**src/rtl/keypad_scanner.sv**
```systemverilog
// 4x4 hex keypad scanner: strobes columns active-low, samples synchronized rows,
// debounces single presses over whole scans and shifts accepted digits into dataOut.
module keypad_scanner #(
  parameter int SCAN_DIV       = 6250,
  parameter int DEBOUNCE_SCANS = 3
) (
  input  logic        gclock,
  input  logic        greset,
  input  logic [3:0]  KeyRow,
  input  logic        clear,
  output logic [3:0]  KeyCol,
  output logic        keyValid,
  output logic [3:0]  keyCode,
  output logic [15:0] dataOut,
  output logic [1:0]  fsm_state
);

  typedef enum logic [1:0] {
    S_IDLE    = 2'd0,
    S_PRESS   = 2'd1,
    S_HELD    = 2'd2,
    S_RELEASE = 2'd3
  } state_e;

  localparam logic [15:0] DIV_LAST = 16'(SCAN_DIV - 1);
  localparam logic [3:0]  DEB_N    = 4'(DEBOUNCE_SCANS);

  logic [3:0]  row_s1_q, row_s2_q;
  logic [15:0] dwell_q;
  logic [1:0]  col_q;
  logic [3:0]  kcol_q;
  logic [15:0] map_q;
  state_e      state_q, state_d;
  logic [3:0]  cnt_q, cnt_d;
  logic [3:0]  cand_q, cand_d;
  logic        valid_q;
  logic [3:0]  code_q;
  logic [15:0] data_q;

  logic        sample, scan_end, accept;
  logic [15:0] col_bits, full_map;
  logic        is_none, is_single;
  logic [3:0]  single_idx;

  assign sample   = (dwell_q == DIV_LAST);
  assign scan_end = sample && (col_q == 2'd3);

  // Column c's sample lands on map bits 4*r+c; the last column is merged
  // combinationally so the scan can be judged on its final cycle.
  always_comb begin
    col_bits = '0;
    if (sample) begin
      for (int r = 0; r < 4; r++) begin
        col_bits[{2'(r), col_q}] = ~row_s2_q[r];
      end
    end
    full_map = map_q | col_bits;
  end

  always_comb begin
    single_idx = 4'd0;
    for (int i = 0; i < 16; i++) begin
      if (full_map[i]) single_idx = 4'(i);
    end
    is_none   = (full_map == 16'h0000);
    is_single = !is_none && ((full_map & (full_map - 16'd1)) == 16'h0000);
  end

  always_comb begin
    state_d = state_q;
    cnt_d   = cnt_q;
    cand_d  = cand_q;
    accept  = 1'b0;
    if (scan_end) begin
      case (state_q)
        S_IDLE: begin
          if (is_single) begin
            cand_d  = single_idx;
            cnt_d   = 4'd1;
            state_d = S_PRESS;
          end
        end
        S_PRESS: begin
          if (is_single && single_idx == cand_q) begin
            cnt_d = cnt_q + 4'd1;
            if (cnt_q + 4'd1 == DEB_N) begin
              accept  = 1'b1;
              state_d = S_HELD;
            end
          end else begin
            state_d = S_IDLE;
          end
        end
        S_HELD: begin
          if (is_none) begin
            cnt_d   = 4'd1;
            state_d = S_RELEASE;
          end
        end
        S_RELEASE: begin
          if (is_none) begin
            cnt_d = cnt_q + 4'd1;
            if (cnt_q + 4'd1 == DEB_N) state_d = S_IDLE;
          end else begin
            state_d = S_HELD;
          end
        end
        default: state_d = S_IDLE;
      endcase
    end
  end

  always_ff @(posedge gclock or posedge greset) begin
    if (greset) begin
      row_s1_q <= 4'b1111;
      row_s2_q <= 4'b1111;
      dwell_q  <= 16'd0;
      col_q    <= 2'd0;
      kcol_q   <= 4'b1110;
      map_q    <= 16'h0000;
      state_q  <= S_IDLE;
      cnt_q    <= 4'd0;
      cand_q   <= 4'd0;
      valid_q  <= 1'b0;
      code_q   <= 4'd0;
      data_q   <= 16'h0000;
    end else begin
      row_s1_q <= KeyRow;
      row_s2_q <= row_s1_q;
      if (sample) begin
        dwell_q <= 16'd0;
        col_q   <= col_q + 2'd1;
        kcol_q  <= {kcol_q[2:0], kcol_q[3]};
        map_q   <= scan_end ? 16'h0000 : full_map;
      end else begin
        dwell_q <= dwell_q + 16'd1;
      end
      state_q <= state_d;
      cnt_q   <= cnt_d;
      cand_q  <= cand_d;
      valid_q <= accept;
      if (accept) code_q <= cand_q;
      // Clear wins over the old contents but keeps a digit accepted on the same edge.
      if (clear) begin
        data_q <= accept ? {12'h000, cand_q} : 16'h0000;
      end else if (accept) begin
        data_q <= {data_q[11:0], cand_q};
      end
    end
  end

  assign KeyCol    = kcol_q;
  assign keyValid  = valid_q;
  assign keyCode   = code_q;
  assign dataOut   = data_q;
  assign fsm_state = state_q;

endmodule

```
**config.mk**
```make
export PLATFORM = sky130hd
export DESIGN_NAME = keypad_scanner
export DESIGN_NICKNAME = d
export VERILOG_FILES = /design/src/rtl/keypad_scanner.sv
export SDC_FILE = /design/constraint.sdc
export NUM_CORES = 1
export LEC_CHECK = 0
export BUFFER_PORTS_ARGS = -buffer_cell sky130_fd_sc_hd__buf_4
export CAP_MARGIN = 0
export CORE_UTILIZATION = 55
export CTS_CLUSTER_SIZE = 28
export DETAILED_ROUTE_END_ITERATION = 10
export GPL_TIMING_DRIVEN = 0
export PLACE_DENSITY = 0.82
export SYNTH_ARGS = -nofsm -noshare
export SYNTH_HDL_FRONTEND = slang
export SYNTH_SLANG_ARGS = --single-unit
```
**constraint.sdc**
```tcl
create_clock -name gclock -period 8.3 [get_ports gclock]
set_input_delay 1.66 -clock gclock [delete_from_list [all_inputs] [get_ports gclock]]
set_output_delay 1.66 -clock gclock [all_outputs]
set_load 0.005 [all_outputs]
```
==> results of run 1 <==
## routing by layer
metal / GRT usage / up-vias / part of all wire
met5: 0 / - / 0
met4: 0.114 / 0 / 0.016
met3: 0.0438 / 14 / 0.053
met2: 0.427 / 126 / 0.47
met1: 0.353 / 1574 / 0.46
li1: - / 1551 / -
## state kept, by name, summed over array words and instances (netlist names)
register / count
dwell_q: 16
KeyCol: 4
col_q: 2
fsm_state: 2
cand_q: 4
keyValid: 1
row_s2_q: 4
cnt_q: 4
dataOut: 16
keyCode: 4
map_q: 16
row_s1_q: 4
## area by class of cell
type / count / area [um^2]
Clock inverter: 7 / 90.1
Tap cell: 96 / 120
Timing Repair Buffer: 34 / 268
Multi-Input combinational cell: 306 / 1870
Buffer: 15 / 76.3
Inverter: 13 / 51.3
Fill cell: 576 / 2330
Sequential cell: 77 / 1940
Clock buffer: 9 / 124
## critical path, delay by kind of cell, from the launching register on
family / cells / cell delay [ps]
AND/OR/NAND/NOR: 7 / 2810
AO/OA/AOI/OAI: 3 / 680
buffers and inverters: 3 / 440
flip-flops: 1 / 390
adder cells (fa/ha/maj): 1 / 210
## how the worst max path moves through the flow
stage,startpoint,slack [ps],cells past startpoint,end
after floorplan,greset,4690,1,KeyCol[0]
after global placement,col_q[0],3780,14,dataOut[2]
after detailed placement,col_q[0],3770,14,dataOut[2]
after CTS,col_q[0],3720,14,dataOut[2]
after global routing,col_q[0],3300,14,dataOut[2]
final,col_q[0],3660,14,dataOut[2]
## report_power, final
group	switching [W]	total (W)	internal, W
logic	0.0000105	0.0000142	0.00000366
clock network	0.000139	0.000307	0.000167
registers	0.00000161	0.000380	0.000379
total	0.000151	0.000701	0.000550
## cell usage in the layout (no fill, tap or decap), types with 5 or more instances in the layout
master	synthesis	final
dfrtp_1	66	66
buf_4	0	33
nor4_1	7	7
nor2_1	45	45
dfstp_2	11	11
nand2_1	64	64
nor3_1	8	8
clkbuf_1	8	8
nand3_1	16	16
xnor2_1	12	12
and2_1	8	8
and3_1	8	8
a21oi_2	9	9
inv_1	13	12
a31oi_1	11	11
clkbuf_8	0	9
o22ai_1	5	5
a21o_1	5	5
a21oi_1	17	17
ha_1	8	8
o21ai_0	8	8
## through the flow
step,worst slack (ps),total power [W]
CTS,3720,0.000707
global placement,3780,0.000400
global route,3300,0.000729
detailed placement,3770,0.000402
floorplan,4690,0.000395
finish,3660,0.000701
## kinds of logic (layout without fill, tap and decap cells)
group           after synthesis  count (layout)  synth area share
mux                           2               2           0.00540
flops                        77              77             0.493
fa+ha+maj                     8               8            0.0254
compound gates               94              94             0.176
buf+inv                      28              78            0.0318
simple gates                186             186             0.233
xor+xnor                     16              16            0.0356
==> summary by stage, run 1 <==
Min path
The destination of the worst hold path is row_s2_q[0]. The path class of the lowest-slack min-delay path is register to register. The worst hold path was traced through 0 stages. The worst hold path begins at row_s1_q[0].

Placed design
Counting tap cells, the placed design contains a total of 541 instances. The number of buffers inserted by port buffering is 33. At the end of routability-driven placement, the weighted congestion stood at roughly 0.93. The total cell area at the placement stage is 4330 um^2. Once detailed placement completed, the half-perimeter wirelength came to 6360 um.

Logic synthesis
Yosys attributes the largest share of cell area to dfrtp_1 42%, dfstp_2 7.3%, nand2_1 6.1%. Dividing the synthesized area by the synthesized cell count gives 9.58 um^2. The prevailing post-synth register cell is dfrtp_1. Of the synthesized area, sequential elements account for 0.493. In the synthesized netlist the async set-or-reset flop fraction comes to 1.00. The distinct cell type count of the synthesized netlist is 65.

Summed over all instances, the cell type with the most area after synthesis is dfrtp_1. In the synthesized netlist, the number of instances is 411. By count the netlist is led by 66 x dfrtp_1, 64 x nand2_1, 45 x nor2_1. The synthesized netlist occupies a cell area of approximately 3900 um^2. The Yosys step of the flow raised 0 warnings. The number of nets handed over by synthesis was about 430. The number of synthesized flops with an enable pin is 0.

The top cell type's share of synthesized area is 0.419. The flip-flop and latch count after synthesis is 77. The most frequent cell after synthesis is dfrtp_1.

Timing
The count of endpoints failing hold in the final timing report is 0. The count of final setup violators is 0. Setup repair after global routing left no endpoint under its margin.

Measured against its own limit, the worst slew margin works out to 0.185. In the finished design, the share of the clock period the worst path needs comes to 0.559. The minimum clock period after layout is 4640 ps.

The actual transition at the worst max-transition pin is around 1200 ps. For the final routed database, the setup TNS stands at 0 ps. Clock skew on the completed layout was measured at a little under 10 ps.

Derived from the worst setup path, the maximum achievable clock frequency is 215 MHz. The number of slew-limit violations in the final report was 0. The worst hold slack is 358 ps.

Die
After floorplanning, the core was sized to cover roughly 7000 um^2. The count of pins on the block boundary is 34. The width of the die is 86.6 um.

The height of the die is 86.6 um. The full die area is 7500 um^2. The initial utilization of the core area, before any placement, comes to 0.573. In this run the core area contains 30 standard-cell rows.

Detailed routing
For this run, the detailed router's first-pass iteration total came to 5. The detailed-route DRC error count is 0. The average wire length per cell after detail routing is 16.0 um. After the first detailed-routing iteration, the DRC count stood at 337. The routed design has a little under 9000 um of wire. Dividing the detail-routed via count by the number of cells gives around 5.9. The via total after detailed routing is 3265. The count of nets left with antenna violations once routing finished came out at 0.

CTS
CTS saw 77 sinks. The CTS tree is done. The post-CTS setup-driven buffer insertion count is 0. The longest clock path from root to sink contains 2 buffers. The clock latency at the later pin of the worst-skew pair is 360 ps. The clock edge transition at the registers on the reported setup and hold paths is 80 ps. The number of hold buffers added after CTS is 0. The count of cells resized by post-cts repair is 0.

The clock buffer count from CTS is 9. The cell at the root of the clock tree is clkbuf_8. The number of H-tree levels is 3.

Final layout
The final core area utilization is 0.661. After routing the design area is around 4500 um^2. The synthesis-to-layout area growth is 15.3%.

The share of final-layout standard cells stronger than drive strength 1 is 0.193. Excluding fillers, the count of instances in the completed layout stands at 557. The antenna diode instance count is 0. The net total in the final layout is 471.

Setup path
STA puts the critical path data required time at around 8600 ps. The reg2reg setup slack is 3660 ps. The startpoint type of the worst setup path is a register. The critical path in this run is classified as register to register. The critical path goes through inv_1 > ha_1 > clkbuf_1 > nor4_1 > nor2_1 > a21oi_1 > and3_1 > buf_6 > a22oi_1 > nor4_1 > nand3_2 > nor3_4 > nor2_1 > a22o_1. The critical path data arrival time is 4890 ps. For the worst flop-to-flop path, the logic depth is 14.

The worst setup path is captured at a register. The maximum fanout count along the critical path is 9. The worst register-to-register path begins at col_q[0]. In this design, the stage delay of the slowest critical-path cell is ~1100 ps. The worst register-to-register path ends at dataOut[2]. The library cell contributing the largest single delay on the critical path is nor4_1.

Global route
Entering global routing, the biggest net connects 40 pins. The wire length of the first global-routing pass is 15300 um. The overall global routing resource usage is 0.264.

The overflow left after global routing is 0. The number of global-route vias before repair is 3153. The number of antenna violations at the first check in global routing came to 0.

Job
The tool flagged a number of max-cap violations equal to 0.

Status
The run finished with clean final reports.

Pwr
The leakage power is 2.03 nW. The power density of the placed cells is approximately 150 nW/um^2. Across the VDD grid, the largest voltage drop is 0.000113 V.
Power figures use the tool's default switching activity.
==> run 2: changes to the inputs <==
clock period = 4.5 ns   (was 8.3 ns; I/O delays follow)
==> summary by stage, run 2 (synthesized netlist as in run 1, its figures left out) <==
Die
The core region area is 6870 um^2. 34 I/O pins were placed. The width of the die is 86.6 um.

From bottom edge to top edge, the die measures 86.6 um. The starting density of the core is 0.573. The number of standard-cell rows in the floorplan is 30. The die covers roughly 7500 um^2.

CTS
TritonCTS built the clock tree. CTS built an H-tree with a depth of 3. The cell at the root of the clock tree is clkbuf_8. The clock buffer count from CTS is 9. The number of sinks handled by clock tree synthesis is a little under 80.

The clock latency at the later pin of the worst-skew pair is between 300 and 400 ps. Clock-pin slew was measured on the worst setup and hold paths at around 80 ps. The clock tree buffer depth is 2.

In this run the post-CTS setup repair buffer count came out at 0.

Detailed routing
In this run the remaining antenna-violating nets after routing total 0. The average wire length per cell after detail routing is about 16 um. The final route contains 3303 vias. The number of design-rule violations left by the first detailed-router iteration is 264.

Wires add up to 8890 um. The via density per instance is around 6. The first-pass iteration count of the detailed router is 6. In the routed design, unresolved DRC markers number 0.

Global route
The number of global-route vias before repair is about 3100. After global routing the overflow that remains totals 0. For this run, the total global-route usage over all layers was measured as 0.264. The first global-routing pass estimated 15300 um of wire.

The number of antenna violations at the first check in global routing was 0. The largest net degree at the start of global routing is 40.

Final layout
The top cell types in the final layout, fill and taps aside, are 66 x dfrtp_1, 64 x nand2_1, 45 x nor2_1, 33 x buf_4, 17 x a21oi_1. Counting the fill cells in the layout gives between 500 and 600. After the last flow step, the layout net total stands at 471. In the final layout, the share of cells above drive strength 1 is 0.195. The finished layout cell area is 4560 um^2. The synthesis-to-layout area growth is 15.7%. Summing all multi-input logic gate instances after layout gives approximately 1900 um^2. The final core area utilization is 0.664.

Summing all flip-flop and latch instances after layout gives approximately 1900 um^2. The most common cell after layout, fill and taps aside is dfrtp_1. Once layout is complete, the cells apart from fillers number between 500 and 600. The number of antenna diodes in the final layout is 0.

Pwr
For this design the ratio of total power to cell area is 283 nW/um^2. The peak ir drop on the vdd network is 0.000208 V. For this design the static power due to leakage is 2.03 nW.

Placed design
Input and output buffers added on the ports amount to 33. After detailed placement, the design holds a cell count of ~540. After legalization and detailed placement, the total HPWL measured around 6400 um. The total cell area at the placement stage is 4330 um^2.

At the end of routability-driven placement, the weighted congestion stood at 0.931.

Min path
In this run the worst hold path is classified as register to register.

Setup path
By startpoint and endpoint, the worst setup path is classified as register to register. The critical path data arrival time is 4390 ps. The worst setup path is captured at a register. Data on the critical path is required at its endpoint by 4740 ps.

The worst setup path is launched from a register. The maximum fanout count along the critical path is 9.

Timing
The count of endpoints failing hold in the final timing report was 0. Across all hold checks on the routed design, the worst slack comes to 358 ps. The actual transition at the worst max-transition pin is approximately 900 ps.

Setup repair after global routing left no endpoint under its margin. Based on the critical path, the design can be clocked at up to approximately 240 MHz. The clock skew is around 9.9 ps. Setup violations remaining at the end of the flow were counted as 0. The worst pin sits at a relative slew slack of 0.397.

The minimum clock period after layout is 4150 ps. Dividing the final minimum period by the clock period gives 0.922. The number of slew-limit violations in the final report was 0.

Status
The flow ran to the end, and the final reports show no timing, DRC or antenna violations.

Job
The number of violations of the max-capacitance limit is 0.
-- run 2: cell counts in the layout (fill, tap and decap cells not counted) --
No cell type changed its count.
-- run 2: layout make-up --
class | count | share of cell area
Multi-Input combinational cell | 306 | 0.414
Clock inverter | 7 | 0.0198
Sequential cell | 77 | 0.426
Inverter | 13 | 0.0113
Clock buffer | 9 | 0.0272
Tap cell | 96 | 0.0264
Buffer | 15 | 0.0167
Timing Repair Buffer | 34 | 0.0587
-- run 2: worst paths after layout --
path	startpoint	endpoint	slack, ps	cells past startpoint
max in group asynchronous	greset	map_q[6]	3380	3
worst min register to register	row_s1_q[0]	row_s2_q[0]	360	0
worst min-delay path	row_s1_q[0]	row_s2_q[0]	360	0
min in group asynchronous	greset	map_q[15]	570	2
worst max-delay path	dwell_q[1]	dataOut[2]	350	12
worst max register to register	dwell_q[1]	dataOut[2]	350	12
-- run 2: per-layer routing --
layer	part of all wire	track usage	wire (um)	vias up
met5	0	0	0	-
met4	0.014	0.105	121	0
met2	0.47	0.429	4210	126
met1	0.46	0.354	4060	1610
li1	-	-	-	1549
met3	0.056	0.0438	496	18
-- run 2: critical path, cell delays in order, from the launching register on --
cell and delay, ps:
dfrtp_1 410, inv_1 70, ha_1 150, or4b_1 520, nor4_1 760, a21boi_0 300, o211a_1 280, nor3_1 330
o21a_1 200, o221ai_2 180, nor3_4 440, nor2_1 190, a22o_1 220
-- run 2: repair_timing --
action	4_1_cts	5_1_grt
gates resized for setup	1	1
hold buffers	0	0
endpoints found under the setup margin	15	14
endpoints found under the hold margin	0	0
-- run 2: power by group --
group / total (W) / internal [W] / switching (W)
combinational: 0.0000260 / 0.00000675 / 0.0000192
clock: 0.000563 / 0.000309 / 0.000255
sequential: 0.000701 / 0.000698 / 0.00000308
-- run 2: stage by stage --
step | setup TNS [ps] | worst slack [ps] | total power (W)
finish | 0 | 352 | 0.00129
detailed placement | -114 | -34.1 | 0.000742
global placement | -59.5 | -18.7 | 0.000738
global route | 0 | 31.0 | 0.00134
CTS | 0 | 234 | 0.00130
floorplan | 0 | 941 | 0.000728
==> run 3: changes to the inputs <==
BUFFER_PORTS_ARGS = default   (was -buffer_cell sky130_fd_sc_hd__buf_4)
DONT_BUFFER_PORTS = 1   (was default)
PLACE_DENSITY = 0.78   (was 0.82)
==> summary by stage, run 3 (synthesized netlist as in run 1, its figures left out) <==
Final layout
The net count of the finished layout is 438. The footprint of the multi-input gates is 1890 um^2. The synthesis-to-layout area growth is 9.09%. The library cell used most frequently in the layout, excluding fill and tap cells, is dfrtp_1.

In the final layout, flip-flops and latches occupy 1940 um^2. Of the cells placed in the final design, the portion with a size suffix greater than 1 is 0.133. The antenna diode instance count is 0.

The number of filler instances in the final layout is about 570. After routing the design area is 4300 um^2. Leaving out fill and tap cells, the most frequent cells in the layout are 66 x dfrtp_1, 64 x nand2_1, 45 x nor2_1, 17 x a21oi_1, 16 x nand3_1.

Min path
The count of cells along the worst hold path is 0. The tightest min-delay check is of the register to register type.

Timing
Timing would allow up to about 240 MHz. The count of endpoints failing hold in the final timing report came to 0. Dividing the final minimum period by the clock period gives 0.938. The actual transition at the worst max-transition pin is 973 ps. Headroom to the max-slew limit came out at 0.346. Setup total negative slack on the finished layout was measured at 0 ps.

The minimum clock period after layout is 4220 ps. Setup violations remaining at the end of the flow were counted as 0. The number of slew-limit violations in the final report is 0. Setup repair after global routing left no endpoint under its margin. Setup slack closes at about 280 ps.

Between clock sinks in the finished design, the worst skew comes to 7.11 ps. The worst hold slack is 357 ps.

Detailed routing
The first detailed-routing pass ran for 5 iterations. The detailed router finished its first iteration with 207 violations. The routed wire length on met2 is 3940 um.

Summed over all nets, wire length on met3 after detailed routing comes to 492 um. Dividing the detail-routed wire length by the instance count gives 16.0 um. The post-detailed-route count of antenna-violating nets is 0.

For this block, the routed nets add up to 8410 um of wire. The sum of routed wire segments on met1 is between 3000 and 4000 um. For this run, design rule violations remaining after detail routing come to 0.

In the routed layout, each cell is associated on average with a via count of 5.95. The detailed router placed 3120 vias in this run. Routed signal wires occupy layers up through met4.

Job
Max-cap violations in this run came to 0.

Die
The starting density of the core is 0.573. The die is 86.6 um tall. The width of the die is 86.6 um. The count of pins on the block boundary is 34. The floorplan step defined a die boundary enclosing 7500 um^2. The number of standard-cell rows in the floorplan is 30. In this run the standard cell core region covers ~6900 um^2.

Setup path
The critical setup path kind is register to register. STA puts the critical path data required time at 4780 ps. The critical path data arrival time is around 4500 ps. The worst setup path is captured at a register.

The startpoint type of the worst setup path is a register. Along the worst path, the maximum fanout reaches 10. Counting cells, the worst reg-to-reg path comes to 13.

CTS
Counting every sink on the clock net gives 77. The clock buffer count from CTS is 9. The clock edge transition at the registers on the reported setup and hold paths is 80 ps. The H-tree was split into 3 levels. Counting along the longest clock path gives a buffer depth of 2. The clock latency at the later pin of the worst-skew pair is 350 ps. TritonCTS built the clock tree. The cell sitting at the root of the clock tree is a clkbuf_8. The post-CTS setup-driven buffer insertion count is 0.

Global route
The overall global routing resource usage is 0.243. Global routing finished with a remaining overflow of 0. The number of global-route vias before repair is 3049. The largest net degree at the start of global routing is 42. The number of antenna violations at the first check in global routing is 0.

The wire length of the first global-routing pass is 14100 um.

Pwr
The power density of the placed cells is roughly 290 nW/um^2. The peak ir drop on the vdd network is approximately 0.00019 V. The analysis attributes to cell leakage a power of 1.84 nW.

Placed design
Routability-driven placement finished with a final weighted congestion of 0.965. The placed wire-length estimate is a little over 6000 um. Timing analysis after detailed placement gives a worst setup slack of 167 ps.

Once placement finished, the instance area stood at roughly 4000 um^2. The number of buffers inserted by port buffering is 0.

Status
The run finished with clean final reports.
run 3: cell count changes in the layout (fill, tap and decap cells not counted), sizes merged:
cell / change
clkinv: -1
buf: -33
clkbuf: +1
clkinvlp: +1
bufinv: -1
run 3: through the flow:
step / util / total power [W] / instances
after detailed placement: 0.594 / 0.000736 / 508
after CTS: 0.623 / 0.00125 / 524
after global placement: 0.591 / 0.000733 / 507
after global routing: 0.626 / 0.00129 / 524
final: 0.626 / 0.00124 / 524
after floorplan: - / 0.000728 / 411
run 3: worst max-delay path, cell delays in order, from the launching register on:
cell and delay (ps):
dfrtp_1 410, inv_1 70, ha_1 140, or4b_1 520, nor4_2 760, clkbuf_1 480
a21oi_1 160, and2_1 220, a2111oi_4 330, nand3_2 220, nor3_4 420, buf_6 200
nand2_1 80, a21oi_2 140
run 3: cell type report:
cell class              count  area share
flip-flops and latches     77       0.452
multi-input cells         306       0.439
clock buffers              10      0.0320
well taps                  96      0.0280
plain buffers              15      0.0178
clock inverters             6      0.0146
inverters                  13      0.0119
repair buffers              1     0.00466
run 3: worst paths after layout:
path,from,endpoint,slack [ps]
min in group asynchronous,greset,map_q[14],420
setup reg to reg,dwell_q[1],dataOut[6],280
hold / removal,row_s1_q[2],row_s2_q[2],360
setup / recovery,dwell_q[1],dataOut[6],280
max in group asynchronous,greset,map_q[6],3520
hold reg to reg,row_s1_q[2],row_s2_q[2],360
run 3: what timing repair did:
item / in CTS / in global routing
resized for setup: 0 / 2
endpoints found under the hold margin: 0 / 0
endpoints found under the setup margin: 0 / 29
hold buffers: 0 / 0
run 3: power breakdown:
part	total, W	internal, W	switching (W)
clock	0.000518	0.000269	0.000249
combinational	0.0000210	0.00000350	0.0000175
sequential	0.000701	0.000698	0.00000286
run 3: routing by layer:
layer / vias up / GRT usage
li1: 1487 / -
met1: 1512 / 0.314
met2: 105 / 0.394
met3: 16 / 0.0638
met4: 0 / 0.0879
met5: - / 0
